File: config.mk
export PLATFORM = sky130hd
export DESIGN_NAME = tu_op_sequencer
export DESIGN_NICKNAME = d
export VERILOG_FILES = /design/src/rtl/tu_op_sequencer_pkg.sv /design/src/rtl/tu_op_sequencer_random_gen.sv /design/src/rtl/tu_op_sequencer.sv
export SDC_FILE = /design/constraint.sdc
export NUM_CORES = 1
export LEC_CHECK = 0
export CORE_AREA = 2 2 219 221
export CTS_CLUSTER_DIAMETER = 200
export CTS_CLUSTER_SIZE = 16
export DETAILED_ROUTE_END_ITERATION = 7
export DIE_AREA = 0 0 221 223
export GPL_TIMING_DRIVEN = 1
export PLACE_DENSITY = 0.57
export SLEW_MARGIN = 20
export SYNTH_ARGS = -nofsm -noshare
export SYNTH_HDL_FRONTEND = slang
export SYNTH_SLANG_ARGS = --single-unit
File: constraint.sdc
create_clock -name clk -period 17.7 [get_ports clk]
set_input_delay 3.54 -clock clk [delete_from_list [all_inputs] [get_ports clk]]
set_output_delay 3.54 -clock clk [all_outputs]
set_load 0.005 [all_outputs]
File: src/rtl/tu_op_sequencer_pkg.sv
// Shared TranslationUnit types for the CP0 TLB instruction path.
//   tlb_op_t      : TLB instruction opcode (TLBR / TLBWI / TLBWR / TLBP)
//   tlb_entry_t   : EntryHi / EntryLo0 / EntryLo1 / PageMask image
//   tu_op_req_t   : request to the TranslationUnit
//   tu_op_resp_t  : response from the TranslationUnit
// TU_IDX_W is the index width carried on the TU bus. It limits the design to
// at most 2**TU_IDX_W entries, and narrower tables zero-extend onto it.
package tu_op_sequencer_pkg;

  localparam int TU_IDX_W = 6;

  typedef enum logic [1:0] {
    TLBR  = 2'd0,
    TLBWI = 2'd1,
    TLBWR = 2'd2,
    TLBP  = 2'd3
  } tlb_op_t;

  typedef struct packed {
    logic [31:0] entry_hi;
    logic [31:0] entry_lo0;
    logic [31:0] entry_lo1;
    logic [31:0] page_mask;
  } tlb_entry_t;

  typedef struct packed {
    logic                valid;
    tlb_op_t             op;
    logic [TU_IDX_W-1:0] index;
    tlb_entry_t          entry;
  } tu_op_req_t;

  typedef struct packed {
    logic                done;
    logic                hit;
    logic [TU_IDX_W-1:0] index;
    tlb_entry_t          entry;
  } tu_op_resp_t;

  typedef enum logic [1:0] {
    ST_IDLE = 2'd0,
    ST_REQ  = 2'd1,
    ST_DONE = 2'd2
  } seq_state_t;

endpackage

File: src/rtl/tu_op_sequencer_random_gen.sv
// tlb_random_gen: CP0 Random register.
//   clk, reset : clock and asynchronous active-high reset
//   wired      : CP0 Wired value
//   wired_we   : Wired is being written this cycle
//   random     : current Random value
// Random counts down by one each cycle. Once it reaches Wired (or below), or
// Wired is rewritten, or Wired covers the whole table, it goes back to the top
// entry.
module tlb_random_gen #(
  parameter  int TLB_ENTRIES = 16,
  localparam int IDX_W       = $clog2(TLB_ENTRIES)
) (
  input  logic             clk,
  input  logic             reset,
  input  logic [IDX_W-1:0] wired,
  input  logic             wired_we,
  output logic [IDX_W-1:0] random
);

  localparam logic [IDX_W-1:0] RAND_MAX = IDX_W'(TLB_ENTRIES - 1);

  logic [IDX_W-1:0] random_q;
  logic [IDX_W-1:0] random_d;

  always_comb begin
    random_d = random_q - IDX_W'(1);
    if (wired_we || (wired >= RAND_MAX) || (random_q <= wired)) begin
      random_d = RAND_MAX;
    end
  end

  always_ff @(posedge clk or posedge reset) begin
    if (reset) begin
      random_q <= RAND_MAX;
    end else begin
      random_q <= random_d;
    end
  end

  assign random = random_q;

endmodule

File: src/rtl/tu_op_sequencer.sv
// tu_op_sequencer: issues one CP0 TLB instruction at a time to the
// TranslationUnit and collects the result.
//   cmd_valid/cmd_ready/cmd_op/cmd_index/cmd_entry : instruction request
//   wired/wired_we       : CP0 Wired, which feeds the Random generator
//   op_req/op_resp       : TranslationUnit request / response
//   done                 : one-cycle completion pulse
//   result_entry         : entry returned by the last TLBR
//   result_index         : index returned by the last TLBP
//   probe_miss           : last TLBP found no match
//   timed_out            : last op was abandoned with no TU response
//   random               : CP0 Random
//
// state   | meaning
// IDLE    | ready for a command, no TU request outstanding
// REQ     | request held on op_req until TU done or the timeout expires
// DONE    | done pulse, results updated on entry
import tu_op_sequencer_pkg::*;

module tu_op_sequencer #(
  parameter  int TLB_ENTRIES = 16,
  parameter  int TIMEOUT     = 15,
  localparam int IDX_W       = $clog2(TLB_ENTRIES)
) (
  input  logic             clk,
  input  logic             reset,
  input  logic             cmd_valid,
  input  tlb_op_t          cmd_op,
  output logic             cmd_ready,
  input  logic [IDX_W-1:0] cmd_index,
  input  tlb_entry_t       cmd_entry,
  input  logic [IDX_W-1:0] wired,
  input  logic             wired_we,
  output tu_op_req_t       op_req,
  input  tu_op_resp_t      op_resp,
  output logic             done,
  output tlb_entry_t       result_entry,
  output logic [IDX_W-1:0] result_index,
  output logic             probe_miss,
  output logic             timed_out,
  output logic [IDX_W-1:0] random
);

  localparam int               CNT_W    = (TIMEOUT < 1) ? 1 : $clog2(TIMEOUT + 1);
  localparam logic [CNT_W-1:0] CNT_LAST = CNT_W'(TIMEOUT);

  seq_state_t       state_q;
  logic [CNT_W-1:0] cnt_q;
  tu_op_req_t       op_req_q;
  logic             done_q;
  logic             timed_out_q;
  logic             probe_miss_q;
  tlb_entry_t       result_entry_q;
  logic [IDX_W-1:0] result_index_q;
  logic [IDX_W-1:0] random_w;

  // Upper TU index bits are always zero for tables narrower than the bus.
  logic unused_resp_idx;
  assign unused_resp_idx = ^op_resp.index;

  tlb_random_gen #(
    .TLB_ENTRIES(TLB_ENTRIES)
  ) u_random_gen (
    .clk     (clk),
    .reset   (reset),
    .wired   (wired),
    .wired_we(wired_we),
    .random  (random_w)
  );

  always_ff @(posedge clk or posedge reset) begin
    if (reset) begin
      state_q        <= ST_IDLE;
      cnt_q          <= '0;
      op_req_q       <= '0;
      done_q         <= 1'b0;
      timed_out_q    <= 1'b0;
      probe_miss_q   <= 1'b0;
      result_entry_q <= '0;
      result_index_q <= '0;
    end else begin
      done_q <= 1'b0;
      case (state_q)
        ST_IDLE: begin
          if (cmd_valid) begin
            // TLBWR takes Random as it stands in the accept cycle.
            op_req_q.valid <= 1'b1;
            op_req_q.op    <= cmd_op;
            op_req_q.index <= TU_IDX_W'((cmd_op == TLBWR) ? random_w : cmd_index);
            op_req_q.entry <= cmd_entry;
            cnt_q          <= '0;
            state_q        <= ST_REQ;
          end
        end
        ST_REQ: begin
          // A response arriving in the final timeout cycle still wins.
          if (op_resp.done) begin
            op_req_q.valid <= 1'b0;
            done_q         <= 1'b1;
            timed_out_q    <= 1'b0;
            if (op_req_q.op == TLBR) begin
              result_entry_q <= op_resp.entry;
            end
            if (op_req_q.op == TLBP) begin
              result_index_q <= IDX_W'(op_resp.index);
              probe_miss_q   <= ~op_resp.hit;
            end
            state_q <= ST_DONE;
          end else if (cnt_q == CNT_LAST) begin
            op_req_q.valid <= 1'b0;
            done_q         <= 1'b1;
            timed_out_q    <= 1'b1;
            state_q        <= ST_DONE;
          end else begin
            cnt_q <= cnt_q + CNT_W'(1);
          end
        end
        ST_DONE: begin
          state_q <= ST_IDLE;
        end
        default: begin
          state_q <= ST_IDLE;
        end
      endcase
    end
  end

  assign cmd_ready    = (state_q == ST_IDLE);
  assign op_req       = op_req_q;
  assign done         = done_q;
  assign timed_out    = timed_out_q;
  assign probe_miss   = probe_miss_q;
  assign result_entry = result_entry_q;
  assign result_index = result_index_q;
  assign random       = random_w;

endmodule

==> flow_summary.json, run 1 <==
{
  "synth-xor-area-share_pct": 0.159,
  "coreArea_um2": 47100,
  "power.density_nw_per_um2": 152,
  "drive_gt1_share_pct": 25.0,
  "cts_setup_buffers": 0,
  "firstDrtPassIters": 6,
  "muxShareOfSynthArea_pct": 30.0,
  "regArea_um2": 7010,
  "worst_setup_path_end_kind": "flop",
  "die-width_um": 221,
  "grt_overflow": 0,
  "synth_ff_type": "dfrtp_1",
  "startpoint": "cmd_valid",
  "leakagePower_uw": 0.00755,
  "power_uw": 2680,
  "rsz0062_at_grt": "false",
  "synthAdderAreaFrac_pct": 0.680,
  "yosysSeqAreaShare_pct": 63.5,
  "drc_errors": 0,
  "synth_edf_count": 0,
  "n_antenna_cell": 0,
  "min-delay-start": "op_req[130]$_DFFE_PP0P_",
  "ff2ff_path_depth": 4,
  "initial_core_util_pct": 23.4,
  "synth_cell_types": 36,
  "synthDominantCellAreaShare_pct": 62.6,
  "cts_made_buffers": 21,
  "crit_type": "input port to flop",
  "hpwl_um": 24200,
  "drt_iter0_markers": 195,
  "viasPerCell": 4.04,
  "via_count": 7321,
  "num_io_pins": 555,
  "ys_warn_count": 0,
  "io_buffers": 550,
  "fp.dieH_um": 223,
  "yosysMostFrequentCell": "dfrtp_1",
  "ir_worst_vdd_v": 0.0000807,
  "status": "completed",
  "netlist_instances": 644,
  "cp.arrival_ps": 6890,
  "fillers": 4614,
  "ant_nets": 0,
  "ctsHoldBuffers": 0,
  "fp-row-count": 80,
  "synthSimpleGateAreaFrac_pct": 1.01,
  "hold_path_depth": 2,
  "finalCriticalPeriod_ps": 6480,
  "drv_cap": 0,
  "grt_pass1_vias": 7893,
  "fin_util_pct": 37.4,
  "cts.clk_slew.worst_paths_ps": 80,
  "cts.sinks": 280,
  "post_drt_wl_per_cell_um": 17.9,
  "fin_skew_ps": 15.8,
  "grtUsageTotal_pct": 12.6,
  "synth_top_family_by_area": "multiplexers",
  "wl_um": 32400,
  "dpl_cell_area_um2": 17100,
  "max_slew_margin_pct": 31.2,
  "worstSetupStartpointType": "input port",
  "cts_resized": 0,
  "antenna_found_initial": 0,
  "cts_max_path_buffers": 3,
  "cp_max_fo": 60,
  "synth-compound-area-share_pct": 1.53,
  "synth-seq-cells": 280,
  "synth.largest_area_cell": "dfrtp_1",
  "setup_tns_ps": 0,
  "required_ps": 18110,
  "yosys-top-cells-count": "276 x dfrtp_1, 182 x mux2_2, 80 x mux2_4",
  "num-nets-final": 1473,
  "hold_viol_final": 0,
  "cts-htree-levels": 1,
  "cts_tree": "built",
  "clk_latency_ps": 520,
  "setup_viol": 0,
  "max_slew.worst_pin.slew_ps": 1030,
  "syn_area_um2": 11000,
  "clockRootBuffer": "clkbuf_16",
  "multi_input_area_um2": 3700,
  "fin_area_um2": 17600,
  "drv_slew": 0,
  "synth.area.top_cells": "dfrtp_1 63%, mux2_2 19%, mux2_4 11%, buf_6 2.1%, dfstp_2 0.95%",
  "avgSynthCellArea_um2": 17.1,
  "r2r_start": "state_q[0]$_DFFE_PP0P_",
  "die_area_um2": 49300,
  "fmax_mhz": 154,
  "area_delta_synth_final_pct": 59.7,
  "whs_ps": 483,
  "grt_pass1_wl_um": 49000,
  "hp-class": "flop to flop",
  "grt_max_degree": 100,
  "gp_congestion": 0.775,
  "ys_async_sr_fraction_pct": 100,
  "fin_crit_sh_pct": 36.6
}
==> power by group <==
group | total [uW] | internal (uW) | switching [uW]
Combinational | 1160 | 814 | 342
Sequential | 1080 | 929 | 155
Clock | 443 | 218 | 225
Total | 2680 | 1960 | 722
==> routing by layer <==
metal	vias to the layer above	global-route usage, %	share of wire, %
met4	0	2.14	1.5
met3	21	4.45	7.9
li1	3332	-	-
met1	3664	15.6	42
met5	-	0	0
met2	304	21.5	49
==> through the flow <==
step | setup WS, ps | cells
global route | 11060 | 1810
finish | 11220 | 1810
global placement | 10620 | 1781
floorplan | 6440 | 645
detailed placement | 10640 | 1781
CTS | 11180 | 1810
==> registers in the layout (all words and copies together) (netlist names) <==
signal,count
op_req,135
result_entry,128
cnt_q,4
result_index,4
u_random_gen.random,4
state_q,2
done,1
probe_miss,1
timed_out,1
==> critical path, cell delays in order <==
cell,delay [ps]
clkdlybuf4s50_1,420
or3b_4,920
buf_4,870
buf_4,630
mux2_2,400
==> placed cells by master, fill, tap and decap left out, drive strengths merged, types with 4 or more instances in the layout <==
| cell type | Yosys | final |
|---|---|---|
| buf | 34 | 6 |
| clkbuf | 1 | 28 |
| clkdlybuf4s50 | 0 | 550 |
| dfrtp | 276 | 276 |
| dfstp | 4 | 4 |
| ha | 6 | 6 |
| inv | 7 | 8 |
| mux2 | 262 | 262 |
| mux2i | 6 | 6 |
| nand2 | 6 | 6 |
| nor2 | 4 | 4 |
| o211ai | 4 | 4 |
| o21ai | 6 | 6 |
==> cells by family after synthesis <==
logic type / after synthesis
flops: 280
mux: 268
buf+inv: 42
compound gates: 24
simple gates: 21
fa+ha+maj: 6
xor+xnor: 2
other cells: 1
==> path summary, 6_finish.rpt <==
kind,slack (ps),endpoint
min in group asynchronous,3530,op_req[105]$_DFFE_PP0P_
min,480,op_req[130]$_DFFE_PP0P_
max,11220,op_req[99]$_DFFE_PP0P_
min reg2reg,480,op_req[130]$_DFFE_PP0P_
max reg2reg,14370,op_req[99]$_DFFE_PP0P_
max in group asynchronous,11950,op_req[16]$_DFFE_PP0P_
==> cell type report <==
class                           count  share of cell area (%)
Clock buffer                       28                    3.13
Clock inverter                      1                  0.0497
Inverter                            7                   0.192
Multi-Input combinational cell    323                    21.0
Sequential cell                   280                    39.8
Tap cell                          615                    4.37
Timing Repair Buffer              556                    31.5
(Power assumes the default switching activity.)
==> inputs of run 2 (changes only) <==
--- a/config.mk
+++ b/config.mk
@@ -11,7 +11,7 @@
 export DETAILED_ROUTE_END_ITERATION = 7
 export DIE_AREA = 0 0 221 223
 export GPL_TIMING_DRIVEN = 1
-export PLACE_DENSITY = 0.57
+export PLACE_DENSITY = 0.59
 export SLEW_MARGIN = 20
 export SYNTH_ARGS = -nofsm -noshare
 export SYNTH_HDL_FRONTEND = slang
==> constraint.sdc (replaced) <==
create_clock -name clk -period 5.7 [get_ports clk]
set_input_delay 1.14 -clock clk [delete_from_list [all_inputs] [get_ports clk]]
set_output_delay 1.14 -clock clk [all_outputs]
set_load 0.005 [all_outputs]
==> flow_summary.json, run 2 (same netlist as run 1, synthesis figures left out) <==
{
  "r2r_start": "state_q[0]$_DFFE_PP0P_",
  "hold_path_depth": 2,
  "fp-row-count": 80,
  "grt_overflow": 0,
  "hpwl_um": 24500,
  "n_antenna_cell": 0,
  "multi_input_area_um2": 3700,
  "worst_setup_path_end_kind": "flop",
  "ff2ff_path_depth": 4,
  "cts_max_path_buffers": 3,
  "wl_um": 32900,
  "cts-htree-levels": 1,
  "setup_tns_ps": 0,
  "die-width_um": 221,
  "clk_latency_ps": 520,
  "drv_cap": 0,
  "fmax_mhz": 323,
  "via_count": 7410,
  "power.density_nw_per_um2": 473,
  "layout_commonest_cell": "clkdlybuf4s50_1",
  "fp.dieH_um": 223,
  "drv_slew": 0,
  "cp.arrival_ps": 3500,
  "firstDrtPassIters": 4,
  "min_to": "op_req[129]$_DFFE_PP0P_",
  "hold_viol_final": 0,
  "met3RoutedLength_um": 2140,
  "rsz0062_at_grt": "false",
  "num_io_pins": 555,
  "grt_pass1_wl_um": 49900,
  "grt_pass1_vias": 8045,
  "met2_length_um": 17000,
  "cts.clk_slew.worst_paths_ps": 80,
  "route.layer.met1.wl_um": 12800,
  "ir_worst_vdd_v": 0.000253,
  "area_delta_synth_final_pct": 60.1,
  "fin_crit_sh_pct": 54.4,
  "cts_resized": 0,
  "ant_nets": 0,
  "cts.sinks": 280,
  "drt_iter0_markers": 211,
  "finalNonFillerCells": 1810,
  "cts_tree": "built",
  "fin_util_pct": 37.5,
  "routed.top_layer": "met5",
  "setup_viol": 0,
  "die_area_um2": 49300,
  "regArea_um2": 7010,
  "crit_type": "input port to flop",
  "cts_made_buffers": 21,
  "grtUsageTotal_pct": 12.9,
  "worstSetupStartpointType": "input port",
  "required_ps": 6100,
  "fin_skew_ps": 9.97,
  "grt_max_degree": 141,
  "leakagePower_uw": 0.00756,
  "finalCriticalPeriod_ps": 3100,
  "max_slew_margin_pct": 43.7,
  "antenna_found_initial": 1,
  "layout_common_cells": "550 x clkdlybuf4s50_1, 276 x dfrtp_1, 182 x mux2_2",
  "largest_reg_flops": 135,
  "fillers": 4534,
  "coreArea_um2": 47100,
  "status": "completed",
  "max_slew.worst_pin.slew_ps": 844,
  "clockRootBuffer": "clkbuf_16",
  "gp_congestion": 0.750,
  "reg2reg_to": "result_entry[99]$_DFFE_PP0P_",
  "hp-class": "flop to flop",
  "whs_ps": 490,
  "min-delay-start": "op_req[129]$_DFFE_PP0P_",
  "post_drt_wl_per_cell_um": 18.2,
  "ctsHoldBuffers": 0,
  "viasPerCell": 4.09,
  "drc_errors": 0,
  "io_buffers": 550,
  "cts_setup_buffers": 0,
  "drive_gt1_share_pct": 25.0,
  "cp_max_fo": 53,
  "initial_core_util_pct": 23.4,
  "num-nets-final": 1473,
  "r2r_slack_ps": 2840,
  "place_inst": 1781
}
## run 2: per-layer routing
layer	vias up	track usage (%)
li1	3340	-
met1	3755	15.0
met3	43	3.77
met4	2	3.64
met2	270	22.8
met5	-	0
## run 2: report_power, final
group / switching (uW) / internal (uW) / total, uW / leakage (uW)
Clock: 707 / 676 / 1380 / 0.000272
Sequential: 483 / 2890 / 3370 / 0.00334
Combinational: 1070 / 2530 / 3600 / 0.00395
## run 2: how the worst max path moves through the flow
stage,from,to,slack (ps),cells past startpoint
after detailed placement,op_resp[135],result_entry[99]$_DFFE_PP0P_,2010,4
after floorplan,reset,cnt_q[0]$_DFFE_PP0P_,860,1
after global routing,op_resp[135],result_entry[99]$_DFFE_PP0P_,2490,4
after global placement,op_resp[135],result_entry[63]$_DFFE_PP0P_,2070,4
after CTS,op_resp[135],result_entry[99]$_DFFE_PP0P_,2580,4
final,op_resp[135],result_entry[99]$_DFFE_PP0P_,2600,4
## run 2: area by class of cell
cell class                 count  share of cell area (%)
multi-input combinational    323                    21.0
clock inverter                 1                  0.0496
inverter                       7                   0.170
tap                          615                    4.36
clock buffer                  28                    3.12
timing repair buffer         556                    31.6
sequential                   280                    39.7
## run 2: worst max-delay path, stage by stage
cell	delay (ps)
clkdlybuf4s50_1	580
nand3_4	550
buf_4	680
mux2_2	420
## run 2: stage by stage
step,setup slack [ps],total power [uW],cell area (um^2)
final,2600,8350,17700
after global routing,2490,8830,17700
after CTS,2580,8510,17700
after detailed placement,2010,7050,17100
after global placement,2070,6980,17100
after floorplan,856,4690,11000
